**config.mk**
```make
export PLATFORM = sky130hd
export DESIGN_NAME = ps2_direction_decoder_flat
export DESIGN_NICKNAME = d
export VERILOG_FILES = /design/src/rtl/ps2_direction_decoder_pkg.sv /design/src/rtl/ps2_direction_decoder_if.sv /design/src/rtl/ps2_direction_decoder_prefix_fsm.sv /design/src/rtl/ps2_direction_decoder.sv /design/src/flat_wrapper.sv
export SDC_FILE = /design/constraint.sdc
export NUM_CORES = 1
export LEC_CHECK = 0
export CORE_MARGIN = 3
export CORE_UTILIZATION = 50
export DETAILED_ROUTE_END_ITERATION = 10
export PLACE_DENSITY = 0.71
export RECOVER_POWER = 25
export SLEW_MARGIN = 30
export SYNTH_ARGS = -nofsm -noshare
export SYNTH_HDL_FRONTEND = slang
export SYNTH_SLANG_ARGS = --single-unit
```
**constraint.sdc**
```tcl
create_clock -name clock -period 7.2 [get_ports clock]
set_input_delay 1.08 -clock clock [delete_from_list [all_inputs] [get_ports clock]]
set_output_delay 1.08 -clock clock [all_outputs]
set_load 0.01 [all_outputs]
```
**src/rtl/ps2_direction_decoder_pkg.sv**
```systemverilog
// Shared types and scan-code constants for the PS/2 direction decoder.
// PS2DIR_WASD_EN adds the non-extended W/A/S/D codes as steering keys.
package pacman_input_pkg;

  typedef enum logic [1:0] {
    DIR_UP    = 2'd0,
    DIR_RIGHT = 2'd1,
    DIR_DOWN  = 2'd2,
    DIR_LEFT  = 2'd3
  } dir_t;

  typedef enum logic [1:0] {
    ST_IDLE,
    ST_EXT,
    ST_BRK,
    ST_EXT_BRK
  } pfx_state_t;

  typedef struct packed {
    logic valid;
    logic is_break;
    dir_t dir;
  } dir_evt_t;

  localparam logic [7:0] SC_EXT   = 8'hE0;
  localparam logic [7:0] SC_BRK   = 8'hF0;
  localparam logic [7:0] SC_UP    = 8'h75;
  localparam logic [7:0] SC_RIGHT = 8'h74;
  localparam logic [7:0] SC_DOWN  = 8'h72;
  localparam logic [7:0] SC_LEFT  = 8'h6B;
  localparam logic [7:0] SC_W     = 8'h1D;
  localparam logic [7:0] SC_D     = 8'h23;
  localparam logic [7:0] SC_S     = 8'h1B;
  localparam logic [7:0] SC_A     = 8'h1C;

  // Maps a scan code to a direction; valid=0 for codes that do not steer.
  function automatic dir_evt_t sc_decode(
    input logic [7:0] code,
    input logic       ext
  );
    dir_evt_t e;
    e = '0;
    if (ext) begin
      e.valid = 1'b1;
      case (code)
        SC_UP:    e.dir = DIR_UP;
        SC_RIGHT: e.dir = DIR_RIGHT;
        SC_DOWN:  e.dir = DIR_DOWN;
        SC_LEFT:  e.dir = DIR_LEFT;
        default:  e.valid = 1'b0;
      endcase
    end else begin
`ifdef PS2DIR_WASD_EN
      e.valid = 1'b1;
      case (code)
        SC_W:    e.dir = DIR_UP;
        SC_D:    e.dir = DIR_RIGHT;
        SC_S:    e.dir = DIR_DOWN;
        SC_A:    e.dir = DIR_LEFT;
        default: e.valid = 1'b0;
      endcase
`else
      e.valid = 1'b0;
`endif
    end
    return e;
  endfunction

endpackage

```
**src/rtl/ps2_direction_decoder_if.sv**
```systemverilog
// Keyboard byte stream in, steering direction out.
// master drives bytes, slave is the decoder.
interface ps2_direction_decoder_if;
  logic       ps2_key_pressed;
  logic [7:0] ps2_key_data;
  logic       upSig;
  logic       rightSig;
  logic       downSig;
  logic       leftSig;
  logic       dir_change;
  logic [3:0] held;

  modport master (
    output ps2_key_pressed, ps2_key_data,
    input  upSig, rightSig, downSig, leftSig,
    input  dir_change, held
  );

  modport slave (
    input  ps2_key_pressed, ps2_key_data,
    output upSig, rightSig, downSig, leftSig,
    output dir_change, held
  );
endinterface

```
**src/rtl/ps2_direction_decoder_prefix_fsm.sv**
```systemverilog
// Byte edge detect, E0/F0 prefix tracking and prefix timeout.
// Emits one make/break direction event per resolved byte.
module ps2_prefix_fsm
  import pacman_input_pkg::*;
#(
  parameter int TIMEOUT_CYCLES = 2_000_000
) (
  input  logic       clk,
  input  logic       rst_n,
  input  logic       ps2_key_pressed,
  input  logic [7:0] ps2_key_data,
  output dir_evt_t   evt
);

  localparam int CW = $clog2(TIMEOUT_CYCLES + 1);
  localparam logic [CW-1:0] TO_MAX = CW'(TIMEOUT_CYCLES);

  pfx_state_t    state, nxt;
  logic          pressed_q;
  logic          accept;
  logic [CW-1:0] cnt;
  dir_evt_t      evt_c;

  assign accept = ps2_key_pressed & ~pressed_q;
  assign evt    = accept ? evt_c : '0;

  // Next prefix state and resolved event for the byte on the bus.
  always_comb begin
    nxt   = state;
    evt_c = '0;
    unique case (state)
      ST_IDLE: begin
        if (ps2_key_data == SC_EXT)      nxt = ST_EXT;
        else if (ps2_key_data == SC_BRK) nxt = ST_BRK;
        else evt_c = sc_decode(ps2_key_data, 1'b0);
      end
      ST_EXT: begin
        if (ps2_key_data == SC_BRK)      nxt = ST_EXT_BRK;
        else if (ps2_key_data == SC_EXT) nxt = ST_EXT;
        else begin
          evt_c = sc_decode(ps2_key_data, 1'b1);
          nxt   = ST_IDLE;
        end
      end
      ST_BRK: begin
        evt_c          = sc_decode(ps2_key_data, 1'b0);
        evt_c.is_break = 1'b1;
        nxt            = ST_IDLE;
      end
      ST_EXT_BRK: begin
        evt_c          = sc_decode(ps2_key_data, 1'b1);
        evt_c.is_break = 1'b1;
        nxt            = ST_IDLE;
      end
      default: nxt = ST_IDLE;
    endcase
  end

  // State, timeout counter and edge-detect register; a byte beats timeout.
  always_ff @(posedge clk or negedge rst_n) begin
    if (!rst_n) begin
      state     <= ST_IDLE;
      cnt       <= '0;
      pressed_q <= 1'b0;
    end else begin
      pressed_q <= ps2_key_pressed;
      if (accept) begin
        state <= nxt;
        cnt   <= '0;
      end else if (state != ST_IDLE) begin
        if (cnt == TO_MAX) begin
          state <= ST_IDLE;
          cnt   <= '0;
        end else begin
          cnt <= cnt + 1'b1;
        end
      end
    end
  end

endmodule

```
**src/rtl/ps2_direction_decoder.sv**
```systemverilog
// Held-key tracking with last-pressed-wins one-hot steering output.
// PS2DIR_WASD_EN (package) also lets W/A/S/D steer.
module ps2_direction_decoder
  import pacman_input_pkg::*;
#(
  parameter int TIMEOUT_CYCLES = 2_000_000
) (
  input  logic                    clock,
  input  logic                    resetn,
  ps2_direction_decoder_if.slave  bus
);

  dir_evt_t   evt;
  logic [3:0] held_q, held_n;
  dir_t       cur_q, cur_n;
  logic       act_q, act_n;
  logic [3:0] oh_q, oh_n;
  logic       chg_q;

  ps2_prefix_fsm #(
    .TIMEOUT_CYCLES (TIMEOUT_CYCLES)
  ) u_pfx (
    .clk             (clock),
    .rst_n           (resetn),
    .ps2_key_pressed (bus.ps2_key_pressed),
    .ps2_key_data    (bus.ps2_key_data),
    .evt             (evt)
  );

  // Apply make/break; on releasing the current key fall back in fixed order.
  always_comb begin
    held_n = held_q;
    cur_n  = cur_q;
    act_n  = act_q;
    if (evt.valid) begin
      if (!evt.is_break) begin
        held_n[evt.dir] = 1'b1;
        cur_n           = evt.dir;
        act_n           = 1'b1;
      end else if (held_q[evt.dir]) begin
        held_n[evt.dir] = 1'b0;
        if (act_q && cur_q == evt.dir) begin
          priority case (1'b1)
            held_n[0]: cur_n = DIR_UP;
            held_n[1]: cur_n = DIR_RIGHT;
            held_n[2]: cur_n = DIR_DOWN;
            held_n[3]: cur_n = DIR_LEFT;
            default:   act_n = 1'b0;
          endcase
        end
      end
    end
    oh_n = act_n ? (4'b0001 << cur_n) : 4'b0000;
  end

  // Register arbitration state, one-hot output and its change pulse.
  always_ff @(posedge clock or negedge resetn) begin
    if (!resetn) begin
      held_q <= '0;
      cur_q  <= DIR_UP;
      act_q  <= 1'b0;
      oh_q   <= '0;
      chg_q  <= 1'b0;
    end else begin
      held_q <= held_n;
      cur_q  <= cur_n;
      act_q  <= act_n;
      oh_q   <= oh_n;
      chg_q  <= (oh_n != oh_q);
    end
  end

  assign bus.upSig      = oh_q[0];
  assign bus.rightSig   = oh_q[1];
  assign bus.downSig    = oh_q[2];
  assign bus.leftSig    = oh_q[3];
  assign bus.dir_change = chg_q;
  assign bus.held       = held_q;

endmodule

```
**src/flat_wrapper.sv**
```systemverilog
// flat-port wrapper written by rule: the top's interface ports become plain ports
module ps2_direction_decoder_flat import pacman_input_pkg::*;
#(
  parameter int TIMEOUT_CYCLES = 2_000_000
)
  (clock, resetn, bus_ps2_key_pressed, bus_ps2_key_data, bus_upSig, bus_rightSig, bus_downSig, bus_leftSig, bus_dir_change, bus_held);
  ps2_direction_decoder_if bus_i ();
  input  logic clock;
  input  logic resetn;
  input wire logic [$bits(bus_i.ps2_key_pressed)-1:0] bus_ps2_key_pressed;
  input wire logic [$bits(bus_i.ps2_key_data)-1:0] bus_ps2_key_data;
  output wire logic [$bits(bus_i.upSig)-1:0] bus_upSig;
  output wire logic [$bits(bus_i.rightSig)-1:0] bus_rightSig;
  output wire logic [$bits(bus_i.downSig)-1:0] bus_downSig;
  output wire logic [$bits(bus_i.leftSig)-1:0] bus_leftSig;
  output wire logic [$bits(bus_i.dir_change)-1:0] bus_dir_change;
  output wire logic [$bits(bus_i.held)-1:0] bus_held;
  assign bus_i.ps2_key_pressed = bus_ps2_key_pressed;
  assign bus_i.ps2_key_data = bus_ps2_key_data;
  assign bus_upSig = bus_i.upSig;
  assign bus_rightSig = bus_i.rightSig;
  assign bus_downSig = bus_i.downSig;
  assign bus_leftSig = bus_i.leftSig;
  assign bus_dir_change = bus_i.dir_change;
  assign bus_held = bus_i.held;
  ps2_direction_decoder #(.TIMEOUT_CYCLES(TIMEOUT_CYCLES)) u_core (.clock(clock), .resetn(resetn), .bus(bus_i));
endmodule
```
* After elaboration in Yosys (flattened, before gate mapping) *
Cells that the tools add are included.

storage, ports and cells
  bits in registers = 36
  RAM bits = 0
  memories kept = 0
  word-level logic and storage cells = 81
  latch bits = 0
  input bits = 11
  memory bits (read-only) = 0

operators by class
  shift-type cells = 1
  mux-type cells = 40
  eq/ne operators = 14
  bitwise logic cells = 5
  multipliers = 0
  magnitude comparators = 2
  divide/modulo/power cells = 0
  $add $sub $neg = 1
  reduce and logical (&&, ||, !) cells = 10

operators with widths
  operator                 number
  $mux W21                 3
  $eq A8 B7 Y1 const B     4
  $mux W2                  14
  $mux W4                  6
  $add A21 B1 Y21 const B  1
  $eq A21 B21 Y1 const B   1
  $eq A8 B8 Y1 const B     2
  $pmux W4 S4              1
  $mux W1                  12
  $pmux W2 S3              2
  $reduce_bool A2 Y1       3
  $and A4 B4 Y4            1
  $eq A2 B2 Y1 const B     2
  $ne A4 B4 Y1             1
  $ne A4 B4 Y1 const B     1
  $not A4 Y4               1
  $or A4 B4 Y4             1
  $reduce_or A4 Y1         1
  $shl A1 B2 Y4 const A    1
  $lt A2 B3 Y1 const B     1
  $reduce_and A3 Y1        1
  $bmux W1 S2              1
  $demux W1 S2             1
  $eq A2 B1 Y1 const B     1
  9 further kinds          10

* Longest topological paths before layout *
Gate-level depths: netlist (run 1).

  depth in word-level cells = 24
  mapped depth = 10
  gate-level depth less buffers = 9

* Cells and area by module *
A second synthesis (run 1) with hierarchy kept.

unflattened totals
  cells, all modules = 243
  area, all modules = 2217.1 um2

by module, submodules not included
  module                 seq. area each (um2)  cells an instance  area an instance (um2)  times used
  ps2_prefix_fsm         600.6                 162                1448.9                  1
  ps2_direction_decoder  300.3                 81                 768.2                   1

* Worst setup path after synthesis (run 1) *
OpenSTA, ideal clock, no wires.

  kind = input to register
  from = input port bus_ps2_key_data[5]
  to = register u_core.chg_q (netlist: u_core.bus.dir_change)
  library setup time = 0.101 ns
  arrival time = 2.910 ns
  stages on the path = 10
  slack = 4.190 ns
  required time = 7.099 ns
  cell sequence = and4b_1 -> buf_2 -> o211ai_4 -> nand3_2 -> a22o_1 -> o41a_1 -> or2_0 -> buf_2 -> and4_1 -> o32ai_1

RTL lines
  what                                                                       line                                    RTL
  start, declared                                                            flat_wrapper.sv:11                      input wire logic [$bits(bus_i.ps2_key_data)-1:0] bus_ps2_key_data;
  $eq A8 B7 Y1                                                               ps2_direction_decoder_pkg.sv:45         case (code)
  $pmux W2 S3                                                                ps2_direction_decoder_pkg.sv:45
  $mux W4                                                                    ps2_direction_decoder_prefix_fsm.sv:39  else if (ps2_key_data == SC_EXT) nxt = ST_EXT;
  $mux W4                                                                    ps2_direction_decoder_prefix_fsm.sv:38  if (ps2_key_data == SC_BRK) nxt = ST_EXT_BRK;
  $pmux W4 S4 *                                                              ps2_direction_decoder_prefix_fsm.sv:31  unique case (state)
  $mux W4 *                                                                  ps2_direction_decoder_prefix_fsm.sv:25  assign evt = accept ? evt_c : '0;
  $lt A2 B3 Y1 (implied by the code) / $ge A2 B1 Y1 (equally long branches)  ps2_direction_decoder.sv:41             held_n[evt.dir] = 1'b0;
  $logic_and A1 B1 Y1 (implied by the code)                                  ps2_direction_decoder.sv:41
  (+4 left out)                                                              --
  $mux W1 (4 in series)                                                      ps2_direction_decoder.sv:43             priority case (1'b1)
  $mux W1                                                                    ps2_direction_decoder.sv:42             if (act_q && cur_q == evt.dir) begin
  $mux W1                                                                    ps2_direction_decoder.sv:40             end else if (held_q[evt.dir]) begin
  $mux W1                                                                    ps2_direction_decoder.sv:36             if (!evt.is_break) begin
  $mux W1 *                                                                  ps2_direction_decoder.sv:35             if (evt.valid) begin
  net u_core.act_n                                                           ps2_direction_decoder.sv:16             logic act_q, act_n;
  $mux W4 *                                                                  ps2_direction_decoder.sv:53             oh_n = act_n ? (4'b0001 << cur_n) : 4'b0000;
  $ne A4 B4 Y1 *                                                             ps2_direction_decoder.sv:69             chg_q <= (oh_n != oh_q);
  end signal, assigned                                                       ps2_direction_decoder.sv:69
  end, declared                                                              ps2_direction_decoder.sv:18             logic chg_q;

The timed path passes the listed nets; every way through them passes the cells marked *. The select of a mux whose other input is x is not followed.
A chain may end at the register's enable or synchronous reset.

* Worst setup path in the final report (run 1) *
  from = input port bus_ps2_key_pressed
  to = register u_core.chg_q (netlist: u_core.bus.dir_change)

on the way
  longest elaborated chain between the ends = 19

RTL lines
  what                                                                       line                                    RTL
  start, declared                                                            flat_wrapper.sv:10                      input wire logic [$bits(bus_i.ps2_key_pressed)-1:0] bus_ps2_key_pressed;
  $and A1 B1 Y1 *                                                            ps2_direction_decoder_prefix_fsm.sv:24  assign accept = ps2_key_pressed & ~pressed_q;
  $mux W4 *                                                                  ps2_direction_decoder_prefix_fsm.sv:25
  $lt A2 B3 Y1 (implied by the code) / $ge A2 B1 Y1 (equally long branches)  ps2_direction_decoder.sv:41
  $logic_and A1 B1 Y1 (implied by the code)                                  ps2_direction_decoder.sv:41
  $mux W1 (implied by the code)                                              ps2_direction_decoder.sv:41
  $demux W1 S2                                                               --
  $not A4 Y4 (no line)                                                       --
  $and A4 B4 Y4 (no line)                                                    --
  $mux W2 (4 in series)                                                      ps2_direction_decoder.sv:43
  $mux W2                                                                    ps2_direction_decoder.sv:42
  $mux W2                                                                    ps2_direction_decoder.sv:40
  $mux W2                                                                    ps2_direction_decoder.sv:36
  $mux W2                                                                    ps2_direction_decoder.sv:35
  $shl A1 B2 Y4                                                              ps2_direction_decoder.sv:53
  $mux W4 *                                                                  ps2_direction_decoder.sv:53
  $ne A4 B4 Y1 *                                                             ps2_direction_decoder.sv:69

Mark *: on every way between the ends. The rest lies on a longest branch, timed or not. The select of a mux whose other input is x is not followed.

==> summary.md, run 1 <==
| Metric | Value |
|---|---|
| Initial antenna violation count | `0` |
| Logic pwr share | `0.098` |
| Slew Limit Fails | `37` |
| Leak pwr | `roughly 1.1 nW` |
| Share of layout cells above drive strength 1 | `0.0985` |
| Synth async-reset ratio | `1.00` |
| Adder-cell share of the synthesized area | `0.0112` |
| Detail Route Antenna Nets | `0` |
| Req. time, crit path | `~7.4 ns` |
| Clock-pin slew on the worst setup and hold paths | `roughly 0.080 ns` |
| Critical Path Sink Type | `register` |
| Setup TNS | `0 ns` |
| Crit Path Max Fanout | `7` |
| Setup Fix Bufs, Post-CTS | `0` |
| Via count | `about 2000` |
| Min Tclk post-route | `between 3 and 4 ns` |
| Compound-gate portion of the synthesized area | `0.201` |
| Final RePlAce weighted congestion | `0.820` |
| FMAX | `~280 MHz` |
| Top_reg_cell synth | `dfrtp_1` |
| Bufs on Longest Clock Path | `2` |
| Vias per cell | `between 6 and 7` |
| Cell Area, Placed | `2450 µm²` |
| Worst rel slew slack | `-0.268` |
| DRT iter0 DRCs | `143` |
| Nets | `~280` |
| Pwr Density | `175 nW/µm²` |
| Die Ht | `just over 70 µm` |
| Cts-stage hold buffer count | `0` |
| Port-buffer cells | `19` |
| Vias in the first global route | `1880` |
| Starting Density | `0.537` |
| H-tree levels | `2` |
| Unique masters post-synth | `between 60 and 70` |
| 1st-pass router iterations | `4` |
| P_int | `0.332 mW` |
| Final HPWL DP | `3.65 mm` |
| Status | `finished with violations` |
| Crit path from | `bus_ps2_key_pressed` |
| Failing checks | `max-capacitance violations, max-slew violations` |
| DIE AREA | `5290 µm²` |
| Sw Pwr | `0.117 mW` |
| Top cell type's share of synthesized area | `0.404` |
| Post-synthesis simple-gate area fraction | `0.315` |
| First-pass GRT wire length | `8.74 mm` |
| Most common cell in the netlist | `dfrtp_1` |
| Inserted Clock Buffers | `5` |
| Worst slew pin tran | `1.90 ns` |
| Mux cell area share after synthesis | `0.00506` |
| Global route overflow | `0` |
| Maximum vdd drop | `121 µV` |
| Main combinational cell family by area after synthesis | `simple AND/OR/NAND/NOR gates` |
| Root Driver | `clkbuf_8` |
| Seq cells post-synth | `36` |
| Sequential area share after synthesis | `0.404` |
| Xor and xnor fraction of the mapped netlist area | `0.0354` |
| Sw Ratio | `0.260` |
| Type of the worst setup path | `in -> reg` |
| Share of the clock period used by the worst path | `0.493` |
| EDFF count, synth | `0` |
| Top post-synthesis cells by area | `dfrtp_1 (40%), o21ai_0 (3.8%), nand2_1 (3.7%), nor2_1 (3.5%), xor2_1 (2.8%)` |
| Yosys warns | `0` |
| Area grow syn2layout | `14.8%` |
| Mean routed wirelength per cell | `16.2 µm` |
| Post-cts gate resize count | `0` |
| Hold path start | `u_core.u_pfx.cnt[20]` |
| # clock sinks | `36` |
| Biggest area consumer among synthesized cells | `dfrtp_1` |
| Rows | `23` |
| Hold WC Path Type | `reg -> reg` |
| TritonCTS clock tree | `yes` |
| Seq pwr share | `0.504` |
| Commonest cells in the netlist | `dfrtp_1 (36), nand2_1 (22), nor2_1 (21)` |
| Worst Clk Skew | `0.00891 ns` |
| Largest net degree at the start of global routing | `37` |
| Latest clock arrival within the worst-skew pair | `0.29 ns` |
| IO Pins | `20` |
| Post-Synthesis Cells | `244` |
| Ant. Diodes | `0` |
| Total Routing Usage GR | `0.206` |
| Max-cap viol count | `1` |
| Syn_nets | `257` |
| Final Setup Violations | `0` |
| Post-route DRC | `0` |
| CP Launch Type | `input port` |
| Core region area | `between 4000 and 5000 µm²` |
| Clock power share | `0.397` |
| Finished Cell Area | `roughly 2600 µm²` |
| Final count of hold timing violations | `0` |
| Syn avg cell area | `9.13 µm²` |
| Mapped Area | `around 2200 µm²` |
| Worst path arrival time | `3.74 ns` |
| Final WL | `5.10 mm` |
| RR Startpoint | `u_core.u_pfx.pressed_q` |
| Die Span X | `72.7 µm` |
| Unrepaired setup endpoints after global routing | `no` |
-- critical path, cell delays in order --
cell           delay (ns)
dlygate4sd3_1        0.59
and4b_1              0.37
nand3_2              0.19
nand2_1              0.18
o221ai_2             0.14
o41a_1               0.41
or2_0                0.32
nor4b_1              0.19
o32ai_1              0.26
-- through the flow --
stage | utilization | hold WS (ns) | total power [mW] | setup WS (ns) | std cells
after floorplan | - | 0.445 | 0.254 | 4.19 | 244
after global placement | 0.590 | 0.466 | 0.273 | 3.41 | 306
after detailed placement | 0.590 | 0.469 | 0.273 | 3.37 | 306
after CTS | 0.617 | 0.481 | 0.453 | 3.66 | 314
after global routing | 0.617 | 0.535 | 0.467 | 3.38 | 314
final | 0.617 | 0.481 | 0.448 | 3.65 | 314
-- per-layer routing --
layer	GRT usage	wire (µm)	vias up
li1	-	-	966
met1	0.276	2320	954
met2	0.340	2420	64
met3	0.0441	272	13
met4	0.0533	85	0
met5	0	0	-
-- area by class of cell --
type	count	area (µm²)
fill	366	1590
multi-input combinational	192	1260
sequential	36	901
timing repair buffer	19	184
clock buffer	5	68.8
tap	50	62.6
clock inverter	3	42.5
inverter	9	33.8
-- power by group through the flow --
stage          Sequential [mW]  Clock (mW)  Combinational [mW]
6_report                 0.226       0.178              0.0441
3_5_place_dp             0.229           0              0.0444
5_1_grt                  0.228       0.189              0.0500
3_3_place_gp             0.229           0              0.0439
4_1_cts                  0.225       0.183              0.0446
2_1_floorplan            0.222           0              0.0323
-- cell families (layout without fill, tap and decap cells) --
kind of cell	Yosys count	in the layout
buffers and inverters	16	36
xor gates and xnor gates	9	9
AOI/OAI and AO/OA	61	61
DFF	36	36
adders and majority gates	2	2
and+or+nand+nor	119	119
muxes	1	1
-- cells in the final DEF, fill, tap and decap left out, types with 3 or more instances in the layout --
cell type,synthesis,layout
and4_1,4,4
a31oi_1,4,4
nor2_1,21,21
inv_1,9,9
nand4_1,7,7
nand3_1,12,12
xor2_1,7,7
or2_2,3,3
nor4b_1,3,3
o31ai_1,7,7
clkbuf_8,0,5
a31o_2,3,3
dfrtp_1,36,36
nor2b_1,5,5
nand2b_1,4,4
o21ai_0,17,17
nor4_1,3,3
and3_1,8,8
o22ai_1,4,4
nand3_2,3,3
nand2_1,22,22
clkdlybuf4s50_1,0,17
nor3_1,6,6
-- worst paths after layout --
check,end,cells after the start,slack [ns]
min,u_core.u_pfx.cnt[20],1,0.48
max in group asynchronous,u_core.u_pfx.cnt[3],1,4.79
max,u_core.bus.dir_change,9,3.65
max reg2reg,u_core.bus.dir_change,8,4.57
min in group asynchronous,u_core.u_pfx.state[0],1,1.31
min reg2reg,u_core.u_pfx.cnt[20],1,0.48
Note: power is estimated with default switching activity, not from simulation.
==> run 2: changes to the inputs <==
==> constraint.sdc (replaced) <==
create_clock -name clock -period 3.7 [get_ports clock]
set_input_delay 0.555 -clock clock [delete_from_list [all_inputs] [get_ports clock]]
set_output_delay 0.555 -clock clock [all_outputs]
set_load 0.01 [all_outputs]
==> summary.md, run 2 (same netlist as run 1, synthesis figures left out) <==
| Metric | Value |
|---|---|
| FMAX | `327 MHz` |
| Final WL | `5.06 mm` |
| Worst path arrival time | `3.25 ns` |
| Vias per cell | `6.26` |
| Final Setup Violations | `0` |
| Bufs on Longest Clock Path | `2` |
| Crit Path Max Fanout | `4` |
| RR Startpoint | `u_core.u_pfx.pressed_q` |
| # fillers | `341` |
| Worst Clk Skew | `0.00728 ns` |
| Mean routed wirelength per cell | `16.1 µm` |
| Hold Path Cell Cnt | `1` |
| Type of the worst setup path | `in -> reg` |
| Die Span X | `just over 70 µm` |
| Port-buffer cells | `19` |
| Via count | `roughly 2000` |
| Post-cts gate resize count | `0` |
| Final RePlAce weighted congestion | `around 0.82` |
| TritonCTS clock tree | `yes` |
| Buf/Inv on CP | `1` |
| Finished Cell Area | `about 2600 µm²` |
| Post-route DRC | `0` |
| Maximum vdd drop | `270 µV` |
| Initial antenna violation count | `0` |
| CP max-delay cell | `dlygate4sd3_1` |
| Critical Path Sink Type | `register` |
| CP Launch Type | `input port` |
| Inserted Clock Buffers | `5` |
| Most frequent cells in the layout | `dfrtp_1 (36), nand2_1 (22), nor2_1 (21)` |
| Share of layout cells above drive strength 1 | `0.102` |
| R2r setup slk | `about 1.0 ns` |
| Status | `finished with violations` |
| Total Routing Usage GR | `0.207` |
| Critical R2R Capture | `u_core.bus.dir_change` |
| Req. time, crit path | `3.88 ns` |
| Final Util | `0.630` |
| Slew Limit Fails | `37` |
| Nets | `277` |
| Vias in the first global route | `1864` |
| Final count of hold timing violations | `0` |
| Final HPWL DP | `3.66 mm` |
| Clock-pin slew on the worst setup and hold paths | `about 0.070 ns` |
| Cell Area, Placed | `2450 µm²` |
| Setup TNS | `0 ns` |
| IO Pins | `20` |
| H-tree levels | `2` |
| Ant. Diodes | `0` |
| 1st-pass router iterations | `4` |
| DRT iter0 DRCs | `168` |
| Crit path from | `bus_ps2_key_pressed` |
| Pwr Density | `384 nW/µm²` |
| Unrepaired setup endpoints after global routing | `no` |
| Crit-path cells | `dlygate4sd3_1 -> nand4b_1 -> nor3b_2 -> o21ai_1 -> a22o_1 -> o41a_1 -> o22ai_1 -> mux2_2 -> o32ai_1` |
| Latest clock arrival within the worst-skew pair | `0.28 ns` |
| Hold path start | `u_core.u_pfx.cnt[20]` |
| Detail Route Antenna Nets | `0` |
| DIE AREA | `5290 µm²` |
| Hold WC Path Type | `reg -> reg` |
| Endpoint, Worst Hold | `u_core.u_pfx.cnt[20]` |
| Cts-stage hold buffer count | `0` |
| Starting Density | `0.537` |
| Failing checks | `max-capacitance violations, max-slew violations` |
| Share of the clock period used by the worst path | `0.828` |
| Cell count of the worst reg-to-reg path | `8` |
| Area grow syn2layout | `17.2%` |
| Crit-path max cell delay | `0.58 ns` |
| Leak pwr | `between 1 and 1.5 nW` |
| Root Driver | `clkbuf_8` |
| Largest net degree at the start of global routing | `37` |
| Delay-heaviest family, CP | `compound AO/OA/AOI/OAI gates` |
| First-pass GRT wire length | `between 8 and 9 mm` |
| Core region area | `a little over 4000 µm²` |
| Rows | `23` |
| Max-cap viol count | `1` |
| Worst rel slew slack | `-0.273` |
| Min Tclk post-route | `3.06 ns` |
| # clock sinks | `36` |
| Global route overflow | `0` |
| Die Ht | `72.7 µm` |
| Commonest non-fill, non-tap cell in the layout | `dfrtp_1` |
| Worst slew pin tran | `1.91 ns` |
| Setup Fix Bufs, Post-CTS | `0` |
## run 2: final cells by class
class / instances / area [µm²] / area share
Clock buffer: 5 / 68.8 / 0.0264
Clock inverter: 3 / 90.1 / 0.0345
Inverter: 9 / 33.8 / 0.0129
Multi-Input combinational cell: 192 / 1260 / 0.484
Sequential cell: 36 / 901 / 0.345
Tap cell: 50 / 62.6 / 0.0240
Timing Repair Buffer: 20 / 191 / 0.0733
## run 2: stage by stage
step	setup WS [ns]	hold WS (ns)	std cells	total power [mW]
final	0.637	0.481	315	1.00
after global routing	0.439	0.534	315	1.04
after CTS	0.684	0.407	315	1.02
after detailed placement	0.392	0.469	307	0.533
after global placement	0.431	0.466	307	0.532
after floorplan	1.21	0.259	244	0.494
## run 2: worst max path at each step
| stage | slack (ns) | depth (start not counted) | end |
|---|---|---|---|
| floorplan | 1.21 | 10 | u_core.bus.dir_change |
| global placement | 0.43 | 9 | u_core.bus.dir_change |
| detailed placement | 0.39 | 9 | u_core.bus.dir_change |
| CTS | 0.68 | 9 | u_core.bus.dir_change |
| global route | 0.44 | 9 | u_core.bus.dir_change |
| finish | 0.64 | 9 | u_core.bus.dir_change |
## run 2: power breakdown
group	internal, mW	switching (mW)
Sequential	0.411	0.0273
Clock	0.337	0.140
Combinational	0.0359	0.0508
## run 2: per-layer routing
layer	global-route usage	wire (µm)
met4	0.0635	85
met5	0	0
met1	0.273	2370
met2	0.344	2390
met3	0.0399	225
==> run 3: changes to the inputs <==
--- a/config.mk
+++ b/config.mk
@@ -8,7 +8,7 @@
 export CORE_MARGIN = 3
 export CORE_UTILIZATION = 50
 export DETAILED_ROUTE_END_ITERATION = 10
-export PLACE_DENSITY = 0.71
+export PLACE_DENSITY = 0.74
 export RECOVER_POWER = 25
 export SLEW_MARGIN = 30
 export SYNTH_ARGS = -nofsm -noshare
==> constraint.sdc (replaced) <==
create_clock -name clock -period 2.7 [get_ports clock]
set_input_delay 0.405 -clock clock [delete_from_list [all_inputs] [get_ports clock]]
set_output_delay 0.405 -clock clock [all_outputs]
set_load 0.01 [all_outputs]
==> summary.md, run 3 (same netlist as run 1, synthesis figures left out) <==
| Metric | Value |
|---|---|
| Vias in the first global route | `about 2100` |
| Starting Density | `0.537` |
| Most frequent cells in the layout | `dfrtp_1 (36), buf_4 (34), nand2_1 (20), nor2_1 (20), o21ai_0 (15)` |
| Pwr Density | `just over 400 nW/µm²` |
| Buf/Inv on CP | `1` |
| Crit-path cells | `dlygate4sd2_1 -> nand4bb_1 -> o22ai_2 -> a31o_1 -> o221ai_4 -> o41a_1 -> o22ai_4 -> mux2_2 -> o32ai_2` |
| Core region area | `4140 µm²` |
| Hold path start | `bus_ps2_key_pressed` |
| Mean routed wirelength per cell | `around 18 µm` |
| Nets | `312` |
| Failing checks | `max-capacitance violations, max-slew violations, negative setup slack` |
| TritonCTS clock tree | `yes` |
| RR Startpoint | `u_core.u_pfx.pressed_q` |
| Die Span X | `between 70 and 80 µm` |
| Cell count of the worst reg-to-reg path | `9` |
| Highest Signal Layer | `met4` |
| Post-route DRC | `0` |
| Critical Path Sink Type | `register` |
| Placed Cells | `333` |
| Rows | `23` |
| Fin worst setup slack | `-0.00995 ns` |
| DRT iter0 DRCs | `209` |
| Die Ht | `72.7 µm` |
| Clock-pin slew on the worst setup and hold paths | `approximately 0.08 ns` |
| Worst hold slack | `0.421 ns` |
| H-tree levels | `2` |
| Status | `finished with violations` |
| DIE AREA | `5290 µm²` |
| FMAX | `369 MHz` |
| Via count | `2234` |
| Detail Route Antenna Nets | `0` |
| Largest net degree at the start of global routing | `37` |
| Final WL | `6.14 mm` |
| Place WS | `-0.381 ns` |
| Latest clock arrival within the worst-skew pair | `around 0.29 ns` |
| Leak pwr | `1.31 nW` |
| # fillers | `~290` |
| Initial antenna violation count | `0` |
| CP Launch Type | `input port` |
| Met2 routed wirelength | `about 2.9 mm` |
| First-pass GRT wire length | `9.78 mm` |
| Crit-path max cell delay | `about 0.5 ns` |
| Type of the worst setup path | `in -> reg` |
| Endpoint, Worst Hold | `u_core.u_pfx.pressed_q` |
| Area grow syn2layout | `33.9%` |
| Routed metal-1 wirelength | `~2.5 mm` |
| Crit Path Max Fanout | `6` |
| Final RePlAce weighted congestion | `0.872` |
| Vias per cell | `6.38` |
| CP max-delay cell | `o41a_1` |
| Worst slew pin tran | `just under 2 ns` |
| Share of the clock period used by the worst path | `1.00` |
| Final count of hold timing violations | `0` |
| Req. time, crit path | `about 2.9 ns` |
| Worst rel slew slack | `-0.281` |
| R2r setup slk | `around 0.12 ns` |
| Final HPWL DP | `3.88 mm` |
| Port-buffer cells | `19` |
| Bufs on Longest Clock Path | `2` |
| Met3 wire len | `327 µm` |
| Share of layout cells above drive strength 1 | `0.263` |
| 1st-pass router iterations | `6` |
| Delay-heaviest family, CP | `compound AO/OA/AOI/OAI gates` |
| Max-cap viol count | `1` |
| Worst Clk Skew | `0.0100 ns` |
| Root Driver | `clkbuf_8` |
| Slew Limit Fails | `37` |
| Commonest non-fill, non-tap cell in the layout | `dfrtp_1` |
| IO Pins | `20` |
| Hold WC Path Type | `in -> reg` |
| Total Routing Usage GR | `0.234` |
| Global route overflow | `0` |
| Cts-stage hold buffer count | `0` |
| # clock sinks | `36` |
| Critical R2R Capture | `u_core.bus.dir_change` |
| Ant. Diodes | `0` |
| Finished Layout Cells | `350` |
| Maximum vdd drop | `364 µV` |
| Min Tclk post-route | `between 2 and 3 ns` |
| Worst path arrival time | `between 2 and 3 ns` |
| Inserted Clock Buffers | `5` |
| Hold Path Cell Cnt | `2` |
| Final Setup Violations | `1` |
-- run 3: cell count changes in the layout (fill, tap and decap cells not counted), moves of 2 or more --
cell	previous run	this run
buf_4	1	34
clkdlybuf4s50_1	17	9
dlymetal6s2s_1	0	6
a311oi_1	2	0
bufinv_16	3	1
dlygate4sd2_1	0	2
nand2_1	22	20
nand2_2	0	2
nor4b_1	3	1
o21ai_0	17	15
o21ai_1	2	4
o22ai_1	4	2
-- run 3: layer usage --
metal	vias to the layer above	GRT usage
li1	1031	-
met4	0	0.111
met5	-	0
met3	47	0.0468
met1	1055	0.303
met2	101	0.374
-- run 3: report_power, final --
| part | internal (mW) | switching [mW] |
|---|---|---|
| Clock | 0.273 | 0.204 |
| Sequential | 0.563 | 0.0389 |
| Combinational | 0.0603 | 0.0768 |
-- run 3: how the worst max path moves through the flow --
stage	cells past startpoint	start	slack, ns	end
2_1_floorplan	9	u_core.u_pfx.pressed_q	0.34	u_core.bus.dir_change
3_3_place_gp	10	bus_ps2_key_data[4]	-0.30	u_core.bus.dir_change
3_5_place_dp	9	bus_ps2_key_data[3]	-0.38	u_core.bus.dir_change
4_1_cts	10	bus_ps2_key_data[1]	0.02	u_core.bus.dir_change
5_1_grt	10	bus_ps2_key_data[3]	-0.08	u_core.bus.dir_change
6_report	9	bus_ps2_key_data[3]	-0.01	u_core.bus.dir_change
-- run 3: area by class of cell --
type                            count  area (µm²)  area share
Multi-Input combinational cell    192        1410       0.472
Clock inverter                      3        42.5      0.0143
Sequential cell                    36         901       0.302
Inverter                            9        33.8      0.0113
Clock buffer                        5        68.8      0.0231
Timing Repair Buffer               55         465       0.156
Tap cell                           50        62.6      0.0210
-- run 3: metrics by stage --
stage	setup TNS, ns	power, mW	area [µm²]	util
after global routing	-0.0782	1.28	2980	0.720
after detailed placement	-1.09	0.743	2650	0.639
final	-0.00995	1.22	2980	0.720
after CTS	0	1.22	2800	0.675
after global placement	-0.661	0.735	2650	0.639
after floorplan	0	0.677	2230	-
-- run 3: repair_timing --
item	CTS	global route
setup endpoints to repair	1	6
setup buffers	2	7
resized for setup	9	31
pin swaps	1	12
